[config.mk]
export PLATFORM = sky130hd
export DESIGN_NAME = alu_issue
export DESIGN_NICKNAME = d
export VERILOG_FILES = /design/src/rtl/riscv_pkg.sv /design/src/rtl/alu_issue_dec.sv /design/src/rtl/alu_issue.sv
export SDC_FILE = /design/constraint.sdc
export NUM_CORES = 1
export LEC_CHECK = 0
export CORE_AREA = 2 2 139 141
export DETAILED_ROUTE_END_ITERATION = 12
export DIE_AREA = 0 0 141 143
export PLACE_DENSITY = 0.68
export SYNTH_ARGS = -nofsm -noshare
export SYNTH_HDL_FRONTEND = slang
export SYNTH_SLANG_ARGS = --single-unit
[constraint.sdc]
create_clock -name clk -period 5.95 [get_ports clk]
set_input_delay 0.8925 -clock clk [delete_from_list [all_inputs] [get_ports clk]]
set_output_delay 0.8925 -clock clk [all_outputs]
set_load 0.02 [all_outputs]
[src/rtl/riscv_pkg.sv]
// riscv_pkg -- shared constants and types for the RV32I ALU issue stage.
//
// Contents:
//   XLEN                      datapath width (RV32 only)
//   OPC_*                     major opcodes decoded by the issue stage
//   ALU_*                     ALU operation codes, equal to the RV32I funct3 values
//   issue_t                   one decoded entry as presented to the ALU
//   skid_state_t              occupancy of the 2-entry skid buffer
package riscv_pkg;

  localparam int XLEN = 32;

  localparam logic [6:0] OPC_OP     = 7'b0110011;
  localparam logic [6:0] OPC_OP_IMM = 7'b0010011;
  localparam logic [6:0] OPC_LUI    = 7'b0110111;
  localparam logic [6:0] OPC_AUIPC  = 7'b0010111;

  localparam logic [2:0] ALU_ADD  = 3'b000;
  localparam logic [2:0] ALU_SLL  = 3'b001;
  localparam logic [2:0] ALU_SLT  = 3'b010;
  localparam logic [2:0] ALU_SLTU = 3'b011;
  localparam logic [2:0] ALU_XOR  = 3'b100;
  localparam logic [2:0] ALU_SR   = 3'b101;
  localparam logic [2:0] ALU_OR   = 3'b110;
  localparam logic [2:0] ALU_AND  = 3'b111;

  localparam logic [6:0] F7_BASE = 7'b0000000;
  localparam logic [6:0] F7_ALT  = 7'b0100000;

  typedef struct packed {
    logic [XLEN-1:0] a;
    logic [XLEN-1:0] b;
    logic [2:0]      op;
    logic            sub;
    logic            sra;
    logic [4:0]      rd;
    logic            we;
    logic            illegal;
  } issue_t;

  typedef enum logic [1:0] {
    EMPTY = 2'd0,
    ONE   = 2'd1,
    FULL  = 2'd2
  } skid_state_t;

endpackage

[src/rtl/alu_issue_dec.sv]
// alu_issue_dec -- combinational decoder for the ALU-class RV32I opcodes.
//
// Ports:
//   instr  in   32    instruction word
//   pc     in   XLEN  instruction address (AUIPC operand)
//   rs1    in   XLEN  rs1 read data
//   rs2    in   XLEN  rs2 read data
//   dec    out  issue_t  decoded operands/controls; illegal entries carry
//                        only illegal=1 with every other field zero
module alu_issue_dec
  import riscv_pkg::*;
(
  input  logic [31:0]   instr,
  input  logic [XLEN-1:0] pc,
  input  logic [XLEN-1:0] rs1,
  input  logic [XLEN-1:0] rs2,
  output issue_t        dec
);

  logic [6:0]      opcode;
  logic [2:0]      funct3;
  logic [6:0]      funct7;
  logic [XLEN-1:0] i_imm;
  logic [XLEN-1:0] u_imm;
  logic [XLEN-1:0] shamt;
  logic            alt_f7;

  assign opcode = instr[6:0];
  assign funct3 = instr[14:12];
  assign funct7 = instr[31:25];
  assign i_imm  = {{(XLEN-12){instr[31]}}, instr[31:20]};
  assign u_imm  = {instr[31:12], 12'b0};
  assign shamt  = {{(XLEN-5){1'b0}}, instr[24:20]};
  assign alt_f7 = (funct7 == F7_ALT);

  always_comb begin
    // NOTE: every field gets a default before the case so no path leaves a
    // signal unassigned and no latch is inferred.
    dec         = '0;
    dec.rd      = instr[11:7];
    dec.we      = 1'b1;
    dec.illegal = 1'b0;

    unique case (opcode)
      OPC_OP: begin
        dec.a   = rs1;
        dec.b   = rs2;
        dec.op  = funct3;
        dec.sub = (funct3 == ALU_ADD) && instr[30];
        dec.sra = (funct3 == ALU_SR)  && instr[30];
        // The alternate funct7 only exists for SUB and SRA.
        if (!((funct7 == F7_BASE) ||
              (alt_f7 && ((funct3 == ALU_ADD) || (funct3 == ALU_SR))))) begin
          dec.illegal = 1'b1;
        end
      end
      OPC_OP_IMM: begin
        dec.a  = rs1;
        dec.op = funct3;
        if (funct3 == ALU_SLL) begin
          dec.b = shamt;
          if (funct7 != F7_BASE) dec.illegal = 1'b1;
        end else if (funct3 == ALU_SR) begin
          dec.b   = shamt;
          dec.sra = instr[30];
          if (!((funct7 == F7_BASE) || alt_f7)) dec.illegal = 1'b1;
        end else begin
          dec.b = i_imm;
        end
      end
      OPC_LUI: begin
        dec.b = u_imm;
      end
      OPC_AUIPC: begin
        dec.a = pc;
        dec.b = u_imm;
      end
      default: dec.illegal = 1'b1;
    endcase

    // Illegal entries still flow down the pipe, but must not write back or
    // leak operand data.
    if (dec.illegal) begin
      dec         = '0;
      dec.illegal = 1'b1;
    end
  end

endmodule

[src/rtl/alu_issue.sv]
// alu_issue -- decode/issue stage in front of the RV32I ALU.
//
// Accepts instruction + register read data on a valid/ready handshake,
// decodes it (alu_issue_dec) and holds it in a 2-entry skid buffer so that
// in_ready is a pure function of registered state while still sustaining one
// instruction per cycle.
//
// Ports:
//   clk, rst_n                        clock (rising edge), async active-low reset
//   in_valid/in_ready                 upstream handshake
//   in_instr, in_pc, in_rs1, in_rs2   instruction, its address, operand data
//   out_valid/out_ready               downstream handshake
//   out_a, out_b, out_op, out_sub,    ALU operands and controls
//   out_sra
//   out_rd, out_we, out_illegal       destination, write enable, decode fault
//   perf_issued, perf_illegal         saturating counters, only when
//                                     ALU_ISSUE_PERF_EN is defined
module alu_issue
  import riscv_pkg::*;
#(
  parameter int XLEN = riscv_pkg::XLEN  // only 32 is supported
) (
  input  logic            clk,
  input  logic            rst_n,
  input  logic            in_valid,
  output logic            in_ready,
  input  logic [31:0]     in_instr,
  input  logic [XLEN-1:0] in_pc,
  input  logic [XLEN-1:0] in_rs1,
  input  logic [XLEN-1:0] in_rs2,
  output logic            out_valid,
  input  logic            out_ready,
  output logic [XLEN-1:0] out_a,
  output logic [XLEN-1:0] out_b,
  output logic [2:0]      out_op,
  output logic            out_sub,
  output logic            out_sra,
  output logic [4:0]      out_rd,
  output logic            out_we,
`ifdef ALU_ISSUE_PERF_EN
  output logic            out_illegal,
  output logic [31:0]     perf_issued,
  output logic [15:0]     perf_illegal
`else
  output logic            out_illegal
`endif
);

  skid_state_t state;
  issue_t      dec;
  issue_t      out_q;   // entry presented to the ALU
  issue_t      skid_q;  // second entry, parked while the output stalls
  logic        in_fire;
  logic        out_fire;

  alu_issue_dec u_dec (
    .instr (in_instr),
    .pc    (in_pc),
    .rs1   (in_rs1),
    .rs2   (in_rs2),
    .dec   (dec)
  );

  assign in_ready  = (state != FULL);
  assign out_valid = (state != EMPTY);
  assign in_fire   = in_valid  && in_ready;
  assign out_fire  = out_valid && out_ready;

  // NOTE: both buffer entries are reset, not just the state, so every out_*
  // reads 0 during and right after reset.
  always_ff @(posedge clk or negedge rst_n) begin
    if (!rst_n) begin
      state  <= EMPTY;
      out_q  <= '0;
      skid_q <= '0;
    end else begin
      // NOTE: non-blocking assignments throughout, so every branch below
      // sees the pre-edge values of state/out_q/skid_q.
      unique case (state)
        EMPTY: begin
          if (in_fire) begin
            out_q <= dec;
            state <= ONE;
          end
        end
        ONE: begin
          if (in_fire && !out_fire) begin
            skid_q <= dec;
            state  <= FULL;
          end else if (!in_fire && out_fire) begin
            state <= EMPTY;
          end else if (in_fire && out_fire) begin
            out_q <= dec;
          end
        end
        FULL: begin
          // in_ready is low here, so only the drain side can move.
          if (out_fire) begin
            out_q <= skid_q;
            state <= ONE;
          end
        end
        default: state <= EMPTY;
      endcase
    end
  end

  assign out_a       = out_q.a;
  assign out_b       = out_q.b;
  assign out_op      = out_q.op;
  assign out_sub     = out_q.sub;
  assign out_sra     = out_q.sra;
  assign out_rd      = out_q.rd;
  assign out_we      = out_q.we;
  assign out_illegal = out_q.illegal;

`ifdef ALU_ISSUE_PERF_EN
  always_ff @(posedge clk or negedge rst_n) begin
    if (!rst_n) begin
      perf_issued  <= '0;
      perf_illegal <= '0;
    end else if (out_fire) begin
      if (perf_issued != '1) perf_issued <= perf_issued + 32'd1;
      if (out_q.illegal && (perf_illegal != '1)) perf_illegal <= perf_illegal + 16'd1;
    end
  end
`endif

endmodule

==> flow_metrics.py, run 1 <==
metrics = {
    "grt": {
        "grt_util_all_layers": 0.225,
        "overflow": 0,
        "first_global_vias": 6499,
        "grt_max_degree": 88,
        "antenna_found_initial": 0,
        "grt_pass1_wl_mm": 35.7,
    },
    "floorplan": {
        "fp.dieW_microns": 141,
        "ioPinCount": 210,
        "die_y_microns": 143,
        "dieArea_sq_mm": 0.0202,
        "rows": 50,
        "start_util": 0.396,
        "core_sq_mm": 0.0186,
    },
    "synthesis": {
        "synth_cell_type_count": 54,
        "synth_nets": 880,
        "yosys-top-cells-count": "dfrtp_1 (154), nand2_1 (87), o31ai_1 (66)",
        "avgSynthCellArea_sq_um": 9.89,
        "muxShareOfSynthArea": 0.00815,
        "async_flop_share": 1.00,
        "synth.most_common_cell": "dfrtp_1",
        "synth_area_leaders": "dfrtp_1 (52%), o31ai_1 (6.7%), o22ai_1 (5.4%), nand2_1 (4.4%), a32oi_1 (3.4%)",
        "yosys.area_share.simple": 0.129,
        "synth_edf_count": 0,
        "ys_warn_count": 0,
        "synth_xor_area_frac": 0.00119,
        "synth_compound_area_frac": 0.285,
        "synthCells": 745,
        "ys.flop_type": "dfrtp_1",
        "synth_top_area_share": 0.523,
        "ys_seq_elements": 154,
        "synth_fa_ha_area_frac": 0.00510,
        "synth_top_area_cell": "dfrtp_1",
        "synth_top_family_by_area": "compound AO/OA/AOI/OAI gates",
        "yosysSeqAreaShare": 0.523,
        "netlist_area_sq_mm": 0.00737,
    },
    "critical_path": {
        "cp_top_family": "buffers and inverters",
        "end_kind": "flip-flop",
        "r2r_slack_ns": 2.91,
        "timing.critical_path.buf_inv": 2,
        "start_kind": "input port",
        "slowest_stage": "nand3_2",
        "worstSetupPathType": "in2reg",
        "max_stage_delay_ns": 0.83,
        "cp.required_ns": 6.25,
        "path_cells": "clkdlybuf4s50_1 > xor2_1 > o211ai_1 > nand3_2 > buf_4 > o41ai_1",
        "cp.arrival_ns": 3.86,
        "crit_fanout": 46,
    },
    "clocking": {
        "post_cts_hold_buffer_count": 0,
        "numCtsBuffers": 17,
        "post_cts_buffers": 0,
        "cts-resized-gates": 0,
        "clock-sinks": 154,
        "tritoncts": "built",
        "path_clk_slew_ns": 0.06,
        "h-tree-depth": 4,
        "clock_path_buffers": 2,
        "root_buffer": "clkbuf_16",
        "clkLatencyLatePin_ns": 0.42,
    },
    "cells_and_area": {
        "seqCellArea_sq_mm": 0.00385,
        "multi_input_comb_area_sq_mm": 0.00319,
        "nets": 1052,
        "antennaDiodeCount": 0,
        "fin_util": 0.546,
        "syn_to_final_growth_pct": 37.7,
        "drive_gt1_frac": 0.0699,
        "n_fill_cell": 1708,
    },
    "placed_design": {
        "place.gp.congestion": 0.792,
        "dpl.hpwl_mm": 14.3,
        "port_buffers": 209,
    },
    "timing": {
        "drv_slew": 0,
        "worst_slew_pin_slew_ns": 1.04,
        "post-route-period-util": 0.597,
        "rsz0062_at_grt": "false",
        "timing.final.crit_period_ns": 3.55,
        "fin_tns_setup_ns": 0,
        "max_freq_mhz": 281,
        "setup_viol": 0,
        "skew_ns": 0.0130,
        "max_slew_margin": 0.305,
        "finalHoldViolCount": 0,
    },
    "drt": {
        "ant_nets": 0,
        "top_layer_used": "met4",
        "drt_iter0_drc": 511,
        "wl_per_cell_microns": 19.3,
        "routed_wl_mm": 22.5,
        "dr_wl_met2_mm": 10.6,
        "met1_length_mm": 10.1,
        "via_per_inst": 5.73,
        "route.met3.wl_mm": 1.53,
        "vias": 6675,
        "drc": 0,
        "drtPass1Iterations": 4,
    },
    "pwr": {
        "vdd_ir_drop_max_uv": 209,
        "power_per_cell_area_mw_per_mm2": 357,
        "p_leak_nw": 4.18,
    },
    "worst_hold_path": {
        "hold_path_class": "reg2reg",
    },
    "outcome": {
        "status": "finished clean",
    },
    "run": {
        "drv_cap": 0,
    },
}
[path summary, 6_finish.rpt]
path | startpoint | to | depth (start not counted)
max | in_instr[12] | skid_q[12] | 6
min | skid_q[47] | skid_q[47] | 2
max reg2reg | state[0] | out_op[2] | 9
min reg2reg | skid_q[47] | skid_q[47] | 2
max in group asynchronous | rst_n | skid_q[3] | 2
min in group asynchronous | rst_n | skid_q[42] | 1
[worst min-delay path, stage by stage, from the launching register on]
cell     delay, ns
dfrtp_1       0.34
nand2_1       0.05
o31ai_1       0.06
[layout make-up]
type                       instances  area share
clock buffer                      17      0.0419
clock inverter                    15      0.0150
inverter                          10     0.00370
multi-input combinational        512       0.315
sequential                       154       0.380
tap                              234      0.0289
timing repair buffer             222       0.216
[per-layer routing]
layer	vias up	global-route usage
met1	3267	0.301
met5	-	0
met4	0	0.0600
li1	3149	-
met2	238	0.369
met3	21	0.0557
[through the flow]
stage	worst slack (ns)	total power, mW	cells	hold slack, ns	area, sq um
after floorplan	3.48	1.97	745	0.444	7370
after global placement	1.95	2.56	1132	0.459	9570
after global routing	2.13	3.80	1164	0.495	10100
after detailed placement	1.94	2.58	1132	0.466	9570
after CTS	2.37	3.65	1164	0.481	10100
final	2.40	3.62	1164	0.477	10100
[registers in the layout, indices dropped and copies added (netlist names)]
register,flops
out_illegal,1
out_sub,1
state,2
skid_q,76
out_rd,5
out_we,1
out_op,3
out_b,32
out_a,32
out_sra,1
[cell families after synthesis]
kind of cell | count (synthesis)
muxes | 6
xor gates and xnor gates | 1
and+or+nand+nor | 197
buffers and inverters | 79
adders and majority gates | 3
AOI/OAI and AO/OA | 305
DFF | 154
[where the power goes]
| group | switching, mW | leakage, nW | internal, mW |
|---|---|---|---|
| registers | 0.104 | 2.12 | 1.21 |
| clock network | 0.475 | 0.277 | 0.592 |
| logic | 0.713 | 1.78 | 0.521 |
| total | 1.29 | 4.18 | 2.33 |
[cell usage in the layout, fill, tap and decap left out, types with 6 or more instances in the layout]
cell	netlist	layout
clkdlybuf4s50_1	0	208
dfrtp_1	154	154
nand2_1	87	87
o31ai_1	66	66
o22ai_1	64	64
nor2_1	50	50
a21oi_1	48	48
o21ai_0	33	32
a32oi_1	29	29
and2_1	25	25
a22oi_1	21	21
clkbuf_16	0	17
buf_4	2	13
inv_1	9	9
o41ai_1	8	8
a2bb2oi_1	8	8
a31oi_1	6	6
mux2i_1	6	6
o21ai_1	6	6
inv_6	0	6
Power figures use the tool's default switching activity.
==> run 2: changes to the inputs <==
==> constraint.sdc (replaced) <==
create_clock -name clk -period 3.7 [get_ports clk]
set_input_delay 0.555 -clock clk [delete_from_list [all_inputs] [get_ports clk]]
set_output_delay 0.555 -clock clk [all_outputs]
set_load 0.02 [all_outputs]
==> flow_metrics.py, run 2 (synthesized netlist as in run 1, its figures left out) <==
metrics = {
    "outcome": {
        "status": "finished clean",
    },
    "timing": {
        "final.setup.worst_slack_ns": 0.893,
        "rsz0062_at_grt": "false",
        "holdWs_ns": 0.232,
        "skew_ns": 0.00860,
        "timing.final.crit_period_ns": 2.81,
        "max_freq_mhz": 356,
        "fin_tns_setup_ns": 0,
        "worst_slew_pin_slew_ns": 0.970,
        "max_slew_margin": 0.354,
        "drv_slew": 0,
        "post-route-period-util": 0.759,
        "finalHoldViolCount": 0,
        "setup_viol": 0,
    },
    "cells_and_area": {
        "seqCellArea_sq_mm": 0.00385,
        "syn_to_final_growth_pct": 38.8,
        "antennaDiodeCount": 0,
        "largest_reg_flops": 76,
        "multi_input_comb_area_sq_mm": 0.00319,
        "final_area_sq_mm": 0.0102,
        "final_cell_mix": "clkdlybuf4s50_1 (208), dfrtp_1 (154), nand2_1 (87)",
        "drive_gt1_frac": 0.0749,
        "n_fill_cell": 1625,
        "fin_util": 0.550,
        "stdcell_count": 1169,
        "final_common_cell": "clkdlybuf4s50_1",
        "nets": 1057,
        "largest_register": "skid_q",
    },
    "floorplan": {
        "core_sq_mm": 0.0186,
        "start_util": 0.396,
        "dieArea_sq_mm": 0.0202,
        "ioPinCount": 210,
        "fp.dieW_microns": 141,
        "die_y_microns": 143,
        "rows": 50,
    },
    "grt": {
        "grt_max_degree": 106,
        "grt_pass1_wl_mm": 35.5,
        "first_global_vias": 6445,
        "antenna_found_initial": 0,
        "grt_util_all_layers": 0.225,
        "overflow": 0,
    },
    "drt": {
        "drtPass1Iterations": 5,
        "vias": 6710,
        "routed_wl_mm": 22.4,
        "ant_nets": 0,
        "wl_per_cell_microns": 19.2,
        "drt_iter0_drc": 479,
        "drc": 0,
        "via_per_inst": 5.74,
    },
    "critical_path": {
        "cp.required_ns": 4.02,
        "end_kind": "flip-flop",
        "worstSetupPathType": "reg2reg",
        "start_kind": "flip-flop",
        "cp.arrival_ns": 3.12,
        "crit_fanout": 35,
    },
    "pwr": {
        "finalPower_mw": 5.89,
        "p_leak_nw": 4.22,
        "power_per_cell_area_mw_per_mm2": 576,
        "vdd_ir_drop_max_uv": 293,
    },
    "placed_design": {
        "place.gp.congestion": 0.844,
        "dp.cells": 1137,
        "post_dp_cell_area_sq_mm": 0.00962,
        "post-place-ws_ns": 0.452,
        "port_buffers": 209,
        "dpl.hpwl_mm": 14.8,
    },
    "worst_hold_path": {
        "hold_path_class": "in2async",
    },
    "clocking": {
        "post_cts_buffers": 0,
        "clkLatencyLatePin_ns": 0.43,
        "post_cts_hold_buffer_count": 0,
        "path_clk_slew_ns": 0.07,
        "numCtsBuffers": 17,
        "tritoncts": "built",
        "root_buffer": "clkbuf_16",
        "clock_path_buffers": 2,
        "clock-sinks": 154,
        "h-tree-depth": 4,
        "cts-resized-gates": 0,
    },
    "run": {
        "drv_cap": 0,
    },
}
[run 2: final timing paths]
check / from / endpoint / slack (ns) / depth (start not counted)
setup / recovery: state[0] / out_b[2] / 0.89 / 9
hold / removal: rst_n / skid_q[23] / 0.23 / 1
setup reg to reg: state[0] / out_b[2] / 0.89 / 9
hold reg to reg: skid_q[69] / skid_q[69] / 0.48 / 2
max in group asynchronous: rst_n / out_b[0] / 2.65 / 2
min in group clk: skid_q[69] / skid_q[69] / 0.48 / 2
[run 2: where the power goes]
part           total [mW]  switching, mW  internal, mW  leakage, nW
Sequential           2.12          0.166          1.95         2.12
Clock                1.77          0.715          1.06        0.294
Combinational        2.00           1.15         0.857         1.80
Total                5.89           2.03          3.87         4.22
[run 2: worst max-delay path: stages, from the launching register on]
cell	delay [ns]
dfrtp_1	0.50
nand2b_1	0.37
nand2_1	0.17
inv_1	0.07
ha_1	0.26
and4bb_1	0.34
o21a_1	0.23
nand4_1	0.13
buf_4	0.29
o31ai_1	0.31
[run 2: metal layers]
metal | global-route usage | routed length, microns
met1 | 0.312 | 9700
met2 | 0.354 | 10500
met3 | 0.0607 | 1870
met4 | 0.0568 | 342
met5 | 0 | 0
[run 2: layout make-up]
type                    count  share of cell area
clock buffers              20              0.0457
clock inverters            12              0.0135
inverters                  10             0.00367
multi-input cells         512               0.312
flip-flops and latches    154               0.377
well taps                 234              0.0286
repair buffers            227               0.219
==> run 3: changes to the inputs <==
==> constraint.sdc (replaced) <==
create_clock -name clk -period 2.8 [get_ports clk]
set_input_delay 0.42 -clock clk [delete_from_list [all_inputs] [get_ports clk]]
set_output_delay 0.42 -clock clk [all_outputs]
set_load 0.02 [all_outputs]
==> flow_metrics.py, run 3 (synthesized netlist as in run 1, its figures left out) <==
metrics = {
    "cells_and_area": {
        "syn_to_final_growth_pct": 41.2,
        "nets": 1066,
        "drive_gt1_frac": 0.0805,
        "largest_register": "skid_q",
        "largest_reg_flops": 76,
        "final_common_cell": "clkdlybuf4s50_1",
        "n_fill_cell": 1650,
        "stdcell_count": 1178,
        "seqCellArea_sq_mm": 0.00385,
        "multi_input_comb_area_sq_mm": 0.00319,
        "antennaDiodeCount": 0,
        "final_cell_mix": "clkdlybuf4s50_1 (208), dfrtp_1 (154), nand2_1 (87)",
    },
    "timing": {
        "setup_viol": 0,
        "finalHoldViolCount": 0,
        "max_slew_margin": 0.383,
        "max_freq_mhz": 393,
        "worst_slew_pin_slew_ns": 0.925,
        "skew_ns": 0.00717,
        "fin_tns_setup_ns": 0,
        "timing.final.crit_period_ns": 2.54,
        "drv_slew": 0,
        "rsz0062_at_grt": "false",
        "final.setup.worst_slack_ns": 0.257,
        "post-route-period-util": 0.908,
    },
    "clocking": {
        "root_buffer": "clkbuf_16",
        "post_cts_buffers": 0,
        "clock-sinks": 154,
        "tritoncts": "built",
        "cts-resized-gates": 0,
        "h-tree-depth": 4,
        "clock_path_buffers": 2,
        "numCtsBuffers": 17,
        "post_cts_hold_buffer_count": 0,
        "path_clk_slew_ns": 0.06,
        "clkLatencyLatePin_ns": 0.42,
    },
    "drt": {
        "ant_nets": 0,
        "vias": 6729,
        "via_per_inst": 5.71,
        "wl_per_cell_microns": 19.1,
        "drc": 0,
        "routed_wl_mm": 22.5,
        "drt_iter0_drc": 444,
        "drtPass1Iterations": 4,
    },
    "critical_path": {
        "r2r_slack_ns": 0.26,
        "timing.critical_path.buf_inv": 1,
        "path_cells": "or2_2 > and2_1 > ha_1 > and4bb_1 > o21a_1 > buf_4 > nand4_1 > o22ai_1",
        "r2r-start": "state[1]",
        "cp.arrival_ns": 2.88,
        "cp_top_family": "simple AND/OR/NAND/NOR gates",
        "max_stage_delay_ns": 0.43,
        "end_kind": "flip-flop",
        "crit_fanout": 9,
        "reg2regPathDepth": 8,
        "worstSetupPathType": "reg2reg",
        "cp.required_ns": 3.13,
        "worstReg2RegEnd": "out_b[11]",
        "start_kind": "flip-flop",
        "slowest_stage": "dfrtp_1",
    },
    "floorplan": {
        "dieArea_sq_mm": 0.0202,
        "fp.dieW_microns": 141,
        "rows": 50,
        "start_util": 0.396,
        "ioPinCount": 210,
        "core_sq_mm": 0.0186,
        "die_y_microns": 143,
    },
    "pwr": {
        "p_comb_frac": 0.353,
        "p_leak_nw": 4.30,
        "power.share.switching": 0.338,
        "p_int_mw": 5.19,
        "pwr-share-seq": 0.355,
        "clkPwrFrac": 0.292,
        "power_per_cell_area_mw_per_mm2": 753,
        "switching_power_mw": 2.65,
        "vdd_ir_drop_max_uv": 409,
    },
    "grt": {
        "grt_max_degree": 84,
        "first_global_vias": 6422,
        "antenna_found_initial": 0,
        "grt_pass1_wl_mm": 35.3,
        "overflow": 0,
        "grt_util_all_layers": 0.225,
    },
    "outcome": {
        "status": "finished clean",
    },
    "placed_design": {
        "port_buffers": 209,
        "dpl.hpwl_mm": 14.8,
        "dp.cells": 1146,
        "post-place-ws_ns": 0.00329,
        "place.gp.congestion": 0.849,
    },
    "run": {
        "drv_cap": 0,
    },
    "worst_hold_path": {
        "hold_path_class": "in2async",
    },
}
## run 3: changes by cell type in the layout (fill, tap and decap cells not counted)
cell        change
buf_12         +10
buf_4           -1
clkbuf_1        +3
clkinv_2        -1
clkinvlp_4      +1
inv_6           -3
## run 3: layout make-up
| type | instances | area share |
|---|---|---|
| clock buffer | 23 | 0.0460 |
| clock inverter | 9 | 0.0109 |
| inverter | 10 | 0.00361 |
| multi-input combinational | 512 | 0.307 |
| sequential | 154 | 0.371 |
| tap | 234 | 0.0281 |
| timing repair buffer | 236 | 0.234 |
## run 3: metrics by stage
| step | util | hold slack (ns) | power [mW] | area (sq um) |
|---|---|---|---|---|
| after detailed placement | 0.528 | 0.463 | 5.61 | 9810 |
| final | 0.560 | 0.00753 | 7.83 | 10400 |
| after global routing | 0.560 | 0.0620 | 8.20 | 10400 |
| after global placement | 0.528 | 0.458 | 5.57 | 9810 |
| after CTS | 0.560 | 0.0365 | 7.91 | 10400 |
| after floorplan | - | 0.124 | 4.19 | 7370 |
## run 3: worst max path at each step
stage                   start   endpoint  slack, ns  cells after the start
global placement    out_ready   out_b[8]       0.08                      9
detailed placement  out_ready   out_b[5]      0.003                      9
global route         state[1]  out_b[25]       0.13                      9
CTS                  state[1]  out_b[11]       0.25                      8
floorplan            state[0]    out_sra       0.37                     11
finish               state[1]  out_b[11]       0.26                      8
## run 3: metal layers
| layer | global-route usage | vias to the layer above | wire length (microns) |
|---|---|---|---|
| li1 | - | 3174 | - |
| met1 | 0.303 | 3257 | 10100 |
| met2 | 0.348 | 266 | 10100 |
| met3 | 0.0624 | 32 | 1810 |
| met4 | 0.0821 | 0 | 504 |
| met5 | 0 | - | 0 |
## run 3: power by group through the flow
stage / Sequential, mW / Clock [mW] / Combinational, mW
after floorplan: 3.20 / 0 / 0.983
final: 2.78 / 2.29 / 2.76
after detailed placement: 2.82 / 0 / 2.78
after CTS: 2.79 / 2.33 / 2.79
after global placement: 2.81 / 0 / 2.76
after global routing: 2.83 / 2.43 / 2.95
